[config.mk]
export PLATFORM = sky130hd
export DESIGN_NAME = instruction_fetch_unit_flat
export DESIGN_NICKNAME = d
export VERILOG_FILES = /design/src/rtl/instruction_fetch_unit_if.sv /design/src/rtl/instruction_fetch_unit.sv /design/src/flat_wrapper.sv
export SDC_FILE = /design/constraint.sdc
export NUM_CORES = 1
export LEC_CHECK = 0
export ABC_AREA = 1
export CORE_ASPECT_RATIO = 0.6
export CORE_MARGIN = 1
export CORE_UTILIZATION = 47
export CTS_BUF_LIST = sky130_fd_sc_hd__clkbuf_8
export CTS_CLUSTER_SIZE = 10
export DETAILED_ROUTE_END_ITERATION = 6
export PLACE_DENSITY_LB_ADDON = 0.25
export SYNTH_ARGS = -nofsm -noshare
export SYNTH_HDL_FRONTEND = slang
export SYNTH_SLANG_ARGS = --single-unit
[constraint.sdc]
create_clock -name clk -period 12.5 [get_ports clk]
set_clock_uncertainty 0.05 [all_clocks]
set_input_delay 3.75 -clock clk [delete_from_list [all_inputs] [get_ports clk]]
set_output_delay 3.75 -clock clk [all_outputs]
set_load 0.02 [all_outputs]
[src/rtl/instruction_fetch_unit_if.sv]
// Fetch-side bus bundle: instruction-memory request/response, decode handoff and redirect.
// The master modport is the fetch unit; the slave modport is its environment.
interface instruction_fetch_unit_if;
  logic        imem_req;
  logic [63:0] imem_addr;
  logic        imem_ready;
  logic        imem_rvalid;
  logic [31:0] imem_rdata;
  logic        if_valid;
  logic [31:0] if_instr;
  logic [63:0] if_pc;
  logic        id_ready;
  logic        redirect_valid;
  logic [63:0] redirect_pc;

  modport master (
    output imem_req, imem_addr, if_valid, if_instr, if_pc,
    input  imem_ready, imem_rvalid, imem_rdata, id_ready, redirect_valid, redirect_pc
  );

  modport slave (
    input  imem_req, imem_addr, if_valid, if_instr, if_pc,
    output imem_ready, imem_rvalid, imem_rdata, id_ready, redirect_valid, redirect_pc
  );
endinterface

[src/rtl/instruction_fetch_unit.sv]
// Instruction fetch unit: sequential PC, single-outstanding one-cycle-latency memory
// requests, a small FIFO toward decode, and redirect flushing with stale-response drop.
module instruction_fetch_unit #(
  parameter logic [63:0] RESET_PC = 64'h0,
  parameter int unsigned QDEPTH   = 2
) (
  input logic                      clk,
  input logic                      rst,
  instruction_fetch_unit_if.master bus
);
  localparam int unsigned PTR_W = $clog2(QDEPTH);
  localparam int unsigned CNT_W = $clog2(QDEPTH + 1);
  localparam int unsigned OCC_W = CNT_W + 1;
  localparam logic [63:0] RESET_PC_A = RESET_PC & ~64'h3;

  logic [63:0]      pc;
  logic [63:0]      req_pc;
  logic             inflight;
  logic             drop;
  logic [PTR_W-1:0] head;
  logic [PTR_W-1:0] tail;
  logic [CNT_W-1:0] count;
  logic [31:0]      q_instr [QDEPTH];
  logic [63:0]      q_pc    [QDEPTH];

  logic             req;
  logic             head_valid;
  logic             accept;
  logic             rsp_hit;
  logic             push;
  logic             pop;
  logic [63:0]      redirect_target;

  // Request only when the queue can absorb everything already in flight.
  assign req        = rst && !bus.redirect_valid &&
                      ((OCC_W'(count) + OCC_W'(inflight)) < OCC_W'(QDEPTH));
  assign head_valid = rst && (count != '0);
  assign accept     = req && bus.imem_ready;
  assign rsp_hit    = bus.imem_rvalid && inflight;
  assign push       = rsp_hit && !drop && !bus.redirect_valid;
  assign pop        = head_valid && bus.id_ready && !bus.redirect_valid;
  assign redirect_target = bus.redirect_pc & ~64'h3;

  assign bus.imem_req  = req;
  assign bus.imem_addr = pc;
  assign bus.if_valid  = head_valid;
  assign bus.if_instr  = head_valid ? q_instr[head] : 32'h0;
  assign bus.if_pc     = head_valid ? q_pc[head]    : RESET_PC;

  // Control state: PC, outstanding-request tracking and queue pointers.
  always_ff @(posedge clk) begin
    if (!rst) begin
      pc       <= RESET_PC_A;
      req_pc   <= '0;
      inflight <= 1'b0;
      drop     <= 1'b0;
      head     <= '0;
      tail     <= '0;
      count    <= '0;
    end else if (bus.redirect_valid) begin
      pc       <= redirect_target;
      head     <= '0;
      tail     <= '0;
      count    <= '0;
      // A response landing in this same cycle retires the request outright.
      inflight <= inflight && !bus.imem_rvalid;
      drop     <= inflight && !bus.imem_rvalid;
    end else begin
      if (accept) begin
        pc       <= pc + 64'd4;
        req_pc   <= pc;
        inflight <= 1'b1;
      end else if (rsp_hit) begin
        inflight <= 1'b0;
      end
      if (rsp_hit) drop <= 1'b0;
      if (push) tail <= tail + PTR_W'(1);
      if (pop)  head <= head + PTR_W'(1);
      count <= count + CNT_W'(push) - CNT_W'(pop);
    end
  end

  // Queue payload storage; validity is tracked by count, so no reset needed.
  always_ff @(posedge clk) begin
    if (rst && push) begin
      q_instr[tail] <= bus.imem_rdata;
      q_pc[tail]    <= req_pc;
    end
  end
endmodule

[src/flat_wrapper.sv]
// flat-port wrapper written by rule: the top's interface ports become plain ports
module instruction_fetch_unit_flat 
#(
  parameter logic [63:0] RESET_PC = 64'h0,
  parameter int unsigned QDEPTH   = 2
)
  (clk, rst, bus_imem_req, bus_imem_addr, bus_if_valid, bus_if_instr, bus_if_pc, bus_imem_ready, bus_imem_rvalid, bus_imem_rdata, bus_id_ready, bus_redirect_valid, bus_redirect_pc);
  instruction_fetch_unit_if bus_i ();
  input logic clk;
  input logic rst;
  output wire logic [$bits(bus_i.imem_req)-1:0] bus_imem_req;
  output wire logic [$bits(bus_i.imem_addr)-1:0] bus_imem_addr;
  output wire logic [$bits(bus_i.if_valid)-1:0] bus_if_valid;
  output wire logic [$bits(bus_i.if_instr)-1:0] bus_if_instr;
  output wire logic [$bits(bus_i.if_pc)-1:0] bus_if_pc;
  input wire logic [$bits(bus_i.imem_ready)-1:0] bus_imem_ready;
  input wire logic [$bits(bus_i.imem_rvalid)-1:0] bus_imem_rvalid;
  input wire logic [$bits(bus_i.imem_rdata)-1:0] bus_imem_rdata;
  input wire logic [$bits(bus_i.id_ready)-1:0] bus_id_ready;
  input wire logic [$bits(bus_i.redirect_valid)-1:0] bus_redirect_valid;
  input wire logic [$bits(bus_i.redirect_pc)-1:0] bus_redirect_pc;
  assign bus_imem_req = bus_i.imem_req;
  assign bus_imem_addr = bus_i.imem_addr;
  assign bus_if_valid = bus_i.if_valid;
  assign bus_if_instr = bus_i.if_instr;
  assign bus_if_pc = bus_i.if_pc;
  assign bus_i.imem_ready = bus_imem_ready;
  assign bus_i.imem_rvalid = bus_imem_rvalid;
  assign bus_i.imem_rdata = bus_imem_rdata;
  assign bus_i.id_ready = bus_id_ready;
  assign bus_i.redirect_valid = bus_redirect_valid;
  assign bus_i.redirect_pc = bus_redirect_pc;
  instruction_fetch_unit #(.RESET_PC(RESET_PC), .QDEPTH(QDEPTH)) u_core (.clk(clk), .rst(rst), .bus(bus_i));
endmodule
==> results of run 1 <==
## area by class of cell
cell class | count | area, um2 | share of cell area [%]
diodes | 1 | 2.502 | 0.01350
clock buffers | 57 | 784.5 | 4.233
clock inverters | 34 | 297.8 | 1.607
inverters | 215 | 814.5 | 4.395
multi-input cells | 1017 | 5235 | 28.25
flip-flops and latches | 319 | 8272 | 44.64
well taps | 408 | 510.5 | 2.755
repair buffers | 264 | 2615 | 14.11
## state kept, by name, indices dropped and copies added (netlist names), named ones only
register,cells
u_core.bus.imem_addr,62
u_core.count,2
u_core.drop,1
u_core.head,1
u_core.inflight,1
u_core.q_instr,64
u_core.q_pc,124
u_core.req_pc,62
u_core.tail,1
## worst max-delay path by stage
stage	end	slack (ns)	cells after the start
finish	bus_if_instr[0]	2.29	7
global route	bus_if_pc[61]	2.13	7
CTS	bus_if_instr[0]	2.30	7
detailed placement	bus_if_pc[37]	2.32	7
global placement	bus_if_pc[16]	2.34	7
floorplan	u_core.q_instr[1][0]	1.18	4
## kinds of logic (layout without fill, tap and decap cells)
group | Yosys count | after routing | synth area share [%]
DFF | 319 | 319 | 56.46
other | 1 | 5 | 0.02561
and+or+nand+nor | 719 | 719 | 20.51
buffers and inverters | 285 | 570 | 7.989
AOI/OAI and AO/OA | 180 | 180 | 6.511
muxes | 94 | 94 | 7.228
adders and majority gates | 3 | 3 | 0.2563
xor gates and xnor gates | 17 | 17 | 1.017
## worst register-to-register path: stages, from the launching register on
cell     delay [ns]
dfxtp_1        0.36
nand2_1        0.06
inv_1          0.07
nand2_1        0.10
inv_1          0.12
nand2_1        0.12
nor2_4         0.77
buf_4          0.85
## power breakdown
part	switching, uW	internal, uW	leakage, uW
Clock	423	523	0.000609
Sequential	30.4	1130	0.00281
Combinational	91.3	73.0	0.00398
Total	545	1730	0.00740
## cell usage after synthesis, types with 5 or more instances
library cell,count,share of area [%]
a21oi_1,54,1.8
a31oi_1,22,0.94
buf_1,5,0.13
buf_2,29,0.99
buf_4,7,0.36
clkbuf_1,25,0.64
dfxtp_1,131,18
edfxtp_1,188,39
inv_1,207,5.3
mux2_2,94,7.2
nand2_1,422,11
nand2_2,8,0.34
nand3_1,55,1.9
nand3b_1,10,0.51
nand4_1,8,0.34
nor2_1,181,4.6
nor2_2,13,0.56
nor2_4,6,0.46
o211ai_1,5,0.26
o21ai_0,87,3.0
o21ai_1,8,0.27
xor2_1,13,0.78
## cells in the final DEF, fill, tap and decap left out, types with 10 or more instances in the layout
| master | synthesis | final |
|---|---|---|
| a21oi_1 | 54 | 54 |
| a31oi_1 | 22 | 22 |
| clkbuf_8 | 0 | 57 |
| clkdlybuf4s50_1 | 0 | 255 |
| dfxtp_1 | 131 | 130 |
| edfxtp_1 | 188 | 188 |
| inv_1 | 207 | 224 |
| mux2_2 | 94 | 94 |
| nand2_1 | 422 | 422 |
| nand3_1 | 55 | 55 |
| nand3b_1 | 10 | 10 |
| nor2_1 | 181 | 180 |
| nor2_2 | 13 | 12 |
| o21ai_0 | 87 | 87 |
| xor2_1 | 13 | 13 |
## through the flow
stage	hold slack, ns	utilization [%]	power (uW)
2_1_floorplan	0.3703	-	1260
3_3_place_gp	0.3775	57.61	1345
3_5_place_dp	0.3824	57.61	1348
4_1_cts	0.3879	61.18	2294
5_1_grt	0.3986	61.19	2353
6_report	0.3944	61.19	2275
## metal layers
layer  up-vias  GRT usage [%]  routed length (um)
met5         -              0                   0
met4         0          6.692                 812
met3        58          5.613                3308
met2       446          36.84               17320
met1      5542          37.88               19390
li1       5750              -                   -
==> flow_summary.yaml, run 1 <==
critical_path:
  rr_startpoint: "u_core.inflight"
  crit_start: "rst"
  cpMaxStageDelayCell: "buf_4"
  r2r_end: "u_core.q_pc[0][57]"
  cp.arrival_ns: 6.41
  required_ns: 8.70
  cp_num_buf_inv: 5
  cpPeakStageDelay_ns: 0.74
  reg2reg_depth: 7
  rrSetupSlack_ns: 9.54
  crit_type: "primary input to primary output"
  end_kind: "primary output"
  critical_path.top_delay_family: "buffers and inverters"
  crit_chain: "buf_2, inv_2, nor2_4, buf_4, nand2_1, inv_1, clkdlybuf4s50_1"
  crit_path_max_fanout: 85
  startpoint_type: "primary input"
placement:
  port_buffers: 257
  gp_congestion: 0.8891
  dp_hpwl_um: 28070
  dpl_worst_slack_ns: 2.322
  dp.cells: 2223
  post_dp_cell_area_um2: 17450
min_path:
  min-delay-start: "u_core.req_pc[12]"
  hold_path_depth: 0
  worstHoldPathType: "register to register"
  min_to: "u_core.q_pc[1][12]"
clocking:
  post_cts_resize_count: 0
  post_cts_buffers: 0
  clkTransAtPathRegs_ns: 0.06
  clock_latency_ns: 0.62
  cts_tree: "yes"
  ctsHoldBuffers: 0
  cts_buffer_depth: 3
  htree_num_levels: 2
  cts_sinks: 319
  cts_buffers: 49
  root_buffer: "clkbuf_8"
timing:
  max_freq_mhz: 97.96
  period_share_pct: 81.66
  slew_viol_final: 0
  rsz0062_at_grt: "no"
  worstMarginPinSlew_ns: 1.060
  tns_ns: 0
  final.setup.worst_slack_ns: 2.292
  setup_violations: 0
  final_hold_viol_count: 0
  slew_headroom_pct: 29.21
  period_needed_ns: 10.21
power_and_ir_drop:
  powerDensity_nw_per_um2: 122.8
  power.leakage_uw: 0.007401
  vdd_drop_max_uv: 112.6
grt:
  grt.total_usage_pct: 25.31
  grt_pass1_wl_um: 62110
  grt_max_degree: 136
  grt_pass1_vias: 10920
  antenna_found_initial: 1
  overflow: 0
synthesis:
  synth_cells: 1618
  synth-seq-cells: 319
  synth_seq_area_share_pct: 56.46
  yosysUniqueCellTypes: 42
  synthArstFlopShare_pct: 0
  synth_edf_count: 188
  yosys_warnings: 0
  avgSynthCellArea_um2: 9.051
  synth-main-ff-cell: "edfxtp_1"
  syn-cell-area_um2: 14640
final_layout:
  layout.nets: 1971
  area_growth_pct: 26.55
  nFillCells: 2677
  final_cell_area_um2: 18530
  drive_gt1_share_pct: 11.39
  instances_no_fill: 2315
die:
  coreArea_um2: 30290
  start_util_pct: 48.35
  fp.dieH_um: 138.7
  row_count: 49
  fp.dieW_um: 229.9
  io_pins: 264
  die_area_um2: 31890
drt:
  viasPerCell: 5.095
  wl_per_cell_um: 17.64
  ant_nets: 0
  drtIter0Drc: 943
  vias: 11796
  drc: 0
  drt_wl_total_um: 40830
  first_pass_iters: 5
flow_run:
  drv_cap: 0
run_status:
  status: "finished, final reports clean"
No activity file was read; power rests on OpenSTA's default activity.
==> inputs of run 2 (changes only) <==
Clock period 12.5 ns to 10 ns, I/O delays scaled along.
==> run 2 against run 1 <==
Compared with the run above: global-route usage rose by 0.47 points; wire length rose by 0.59%; count of clock-buffer cells in the layout fell by 1; critical path type unchanged; clock power rose by 16%; non-clock buffer count rose by 1; critical endpoint is now bus_if_pc[52]; sequential cell count did not move; utilization fell by 0.23 points; design area fell by 0.37%; first-iteration DRC count rose by 15%; hold slack improved by 0.0055 ns; sequential power rose by 26%.
==> flow_summary.yaml, run 2 (same netlist as run 1, synthesis figures left out) <==
run_status:
  status: "finished, final reports clean"
grt:
  grt.total_usage_pct: 25.78
  grt_max_degree: 136
  antenna_found_initial: 3
  grt_pass1_vias: 11186
  grt_pass1_wl_um: 63380
  overflow: 0
final_layout:
  drive_gt1_share_pct: 11.13
  reg_top3: "u_core.q_pc: 124 flops, u_core.q_instr: 64 flops"
  instances_no_fill: 2314
  layout.nets: 1971
  top_register: "u_core.q_pc"
  area_growth_pct: 26.08
  largest_reg_flops: 124
  final_cell_mix: "422 x nand2_1, 255 x clkdlybuf4s50_1, 229 x inv_1, 188 x edfxtp_1, 180 x nor2_1"
  final_common_cell: "nand2_1"
die:
  coreArea_um2: 30290
  row_count: 49
  fp.dieW_um: 229.9
  io_pins: 264
  fp.dieH_um: 138.7
  die_area_um2: 31890
  start_util_pct: 48.35
clocking:
  cts_sinks: 319
  ctsHoldBuffers: 0
  cts_buffer_depth: 3
  htree_num_levels: 2
  cts_tree: "yes"
  clock_latency_ns: 0.59
  root_buffer: "clkbuf_8"
  cts_buffers: 48
  post_cts_resize_count: 0
  clkTransAtPathRegs_ns: 0.07
  post_cts_buffers: 0
critical_path:
  required_ns: 6.95
  startpoint_type: "primary input"
  setup.worst_path.end: "bus_if_pc[52]"
  crit_start: "rst"
  rr_startpoint: "u_core.drop"
  r2r_end: "u_core.q_pc[1][57]"
  crit_path_max_fanout: 88
  cp.arrival_ns: 5.22
  end_kind: "primary output"
  rrSetupSlack_ns: 7.04
  reg2reg_depth: 5
  crit_type: "primary input to primary output"
drt:
  ant_nets: 0
  first_pass_iters: 6
  wl_per_cell_um: 17.75
  drt_wl_total_um: 41070
  vias: 11803
  drtIter0Drc: 1085
  drc: 0
  viasPerCell: 5.101
timing:
  rsz0062_at_grt: "no"
  tns_ns: 0
  setup_violations: 0
  worstMarginPinSlew_ns: 1.103
  hold_slack_ns: 0.3999
  slew_headroom_pct: 26.33
  period_share_pct: 82.67
  final.setup.worst_slack_ns: 1.733
  max_freq_mhz: 121.0
  slew_viol_final: 0
  period_needed_ns: 8.267
  final_hold_viol_count: 0
min_path:
  worstHoldPathType: "register to register"
power_and_ir_drop:
  powerDensity_nw_per_um2: 149.7
  power_uw: 2764
  vdd_drop_max_uv: 90.67
  power.leakage_uw: 0.007394
placement:
  gp_congestion: 0.9139
  dpl_worst_slack_ns: 1.767
  dp.cells: 2224
  port_buffers: 257
  dp_hpwl_um: 28520
flow_run:
  drv_cap: 0
run 2: changes by cell type in the layout (fill, tap and decap cells not counted):
cell,previous run,this run
clkinv_8,2,0
clkbuf_8,57,56
clkinvlp_4,2,1
clkinv_2,7,6
clkinv_1,6,5
buf_12,0,1
nor3_4,0,1
inv_1,224,229
bufinv_16,5,3
inv_6,0,1
nor3_2,1,0
run 2: worst max-delay path, cell delays in order:
cell	delay, ns
buf_2	0.11
inv_2	0.78
nor2_4	0.20
buf_12	0.27
nand2_1	0.15
inv_1	0.05
clkdlybuf4s50_1	0.54
run 2: layout make-up:
| type | count | area (um2) |
|---|---|---|
| fill | 2698 | 11820 |
| antenna | 1 | 2.502 |
| timing repair buffer | 265 | 2635 |
| multi-input combinational | 1017 | 5241 |
| clock inverter | 33 | 216.5 |
| inverter | 215 | 814.5 |
| tap | 408 | 510.5 |
| sequential | 319 | 8272 |
| clock buffer | 56 | 770.7 |
run 2: worst min-delay path by stage:
stage | start | depth (start not counted) | end
after floorplan | u_core.req_pc[10] | 0 | u_core.q_pc[0][10]
after global placement | u_core.req_pc[55] | 0 | u_core.q_pc[0][55]
after detailed placement | u_core.req_pc[42] | 0 | u_core.q_pc[0][42]
after CTS | u_core.req_pc[25] | 0 | u_core.q_pc[0][25]
after global routing | u_core.req_pc[47] | 0 | u_core.q_pc[0][47]
final | u_core.req_pc[51] | 0 | u_core.q_pc[0][51]
run 2: where the power goes:
part / switching, uW / internal [uW] / total, uW / leakage, uW
combinational: 114 / 91.4 / 206 / 0.00400
clock: 513 / 589 / 1100 / 0.000586
sequential: 38.8 / 1420 / 1460 / 0.00281
run 2: layer usage:
layer / vias to the layer above / wire, um / global-route usage (%)
li1: 5714 / - / -
met1: 5515 / 19050 / 38.35
met2: 485 / 17430 / 37.02
met3: 83 / 3549 / 6.086
met4: 6 / 938 / 7.494
met5: - / 107 / 1.786
run 2: metrics by stage:
step                      util [%]  cell area (um2)
after CTS                    60.95            18460
after global placement       57.69            17470
after floorplan                  -            14660
after detailed placement     57.69            17470
final                        60.96            18460
after global routing         60.96            18460
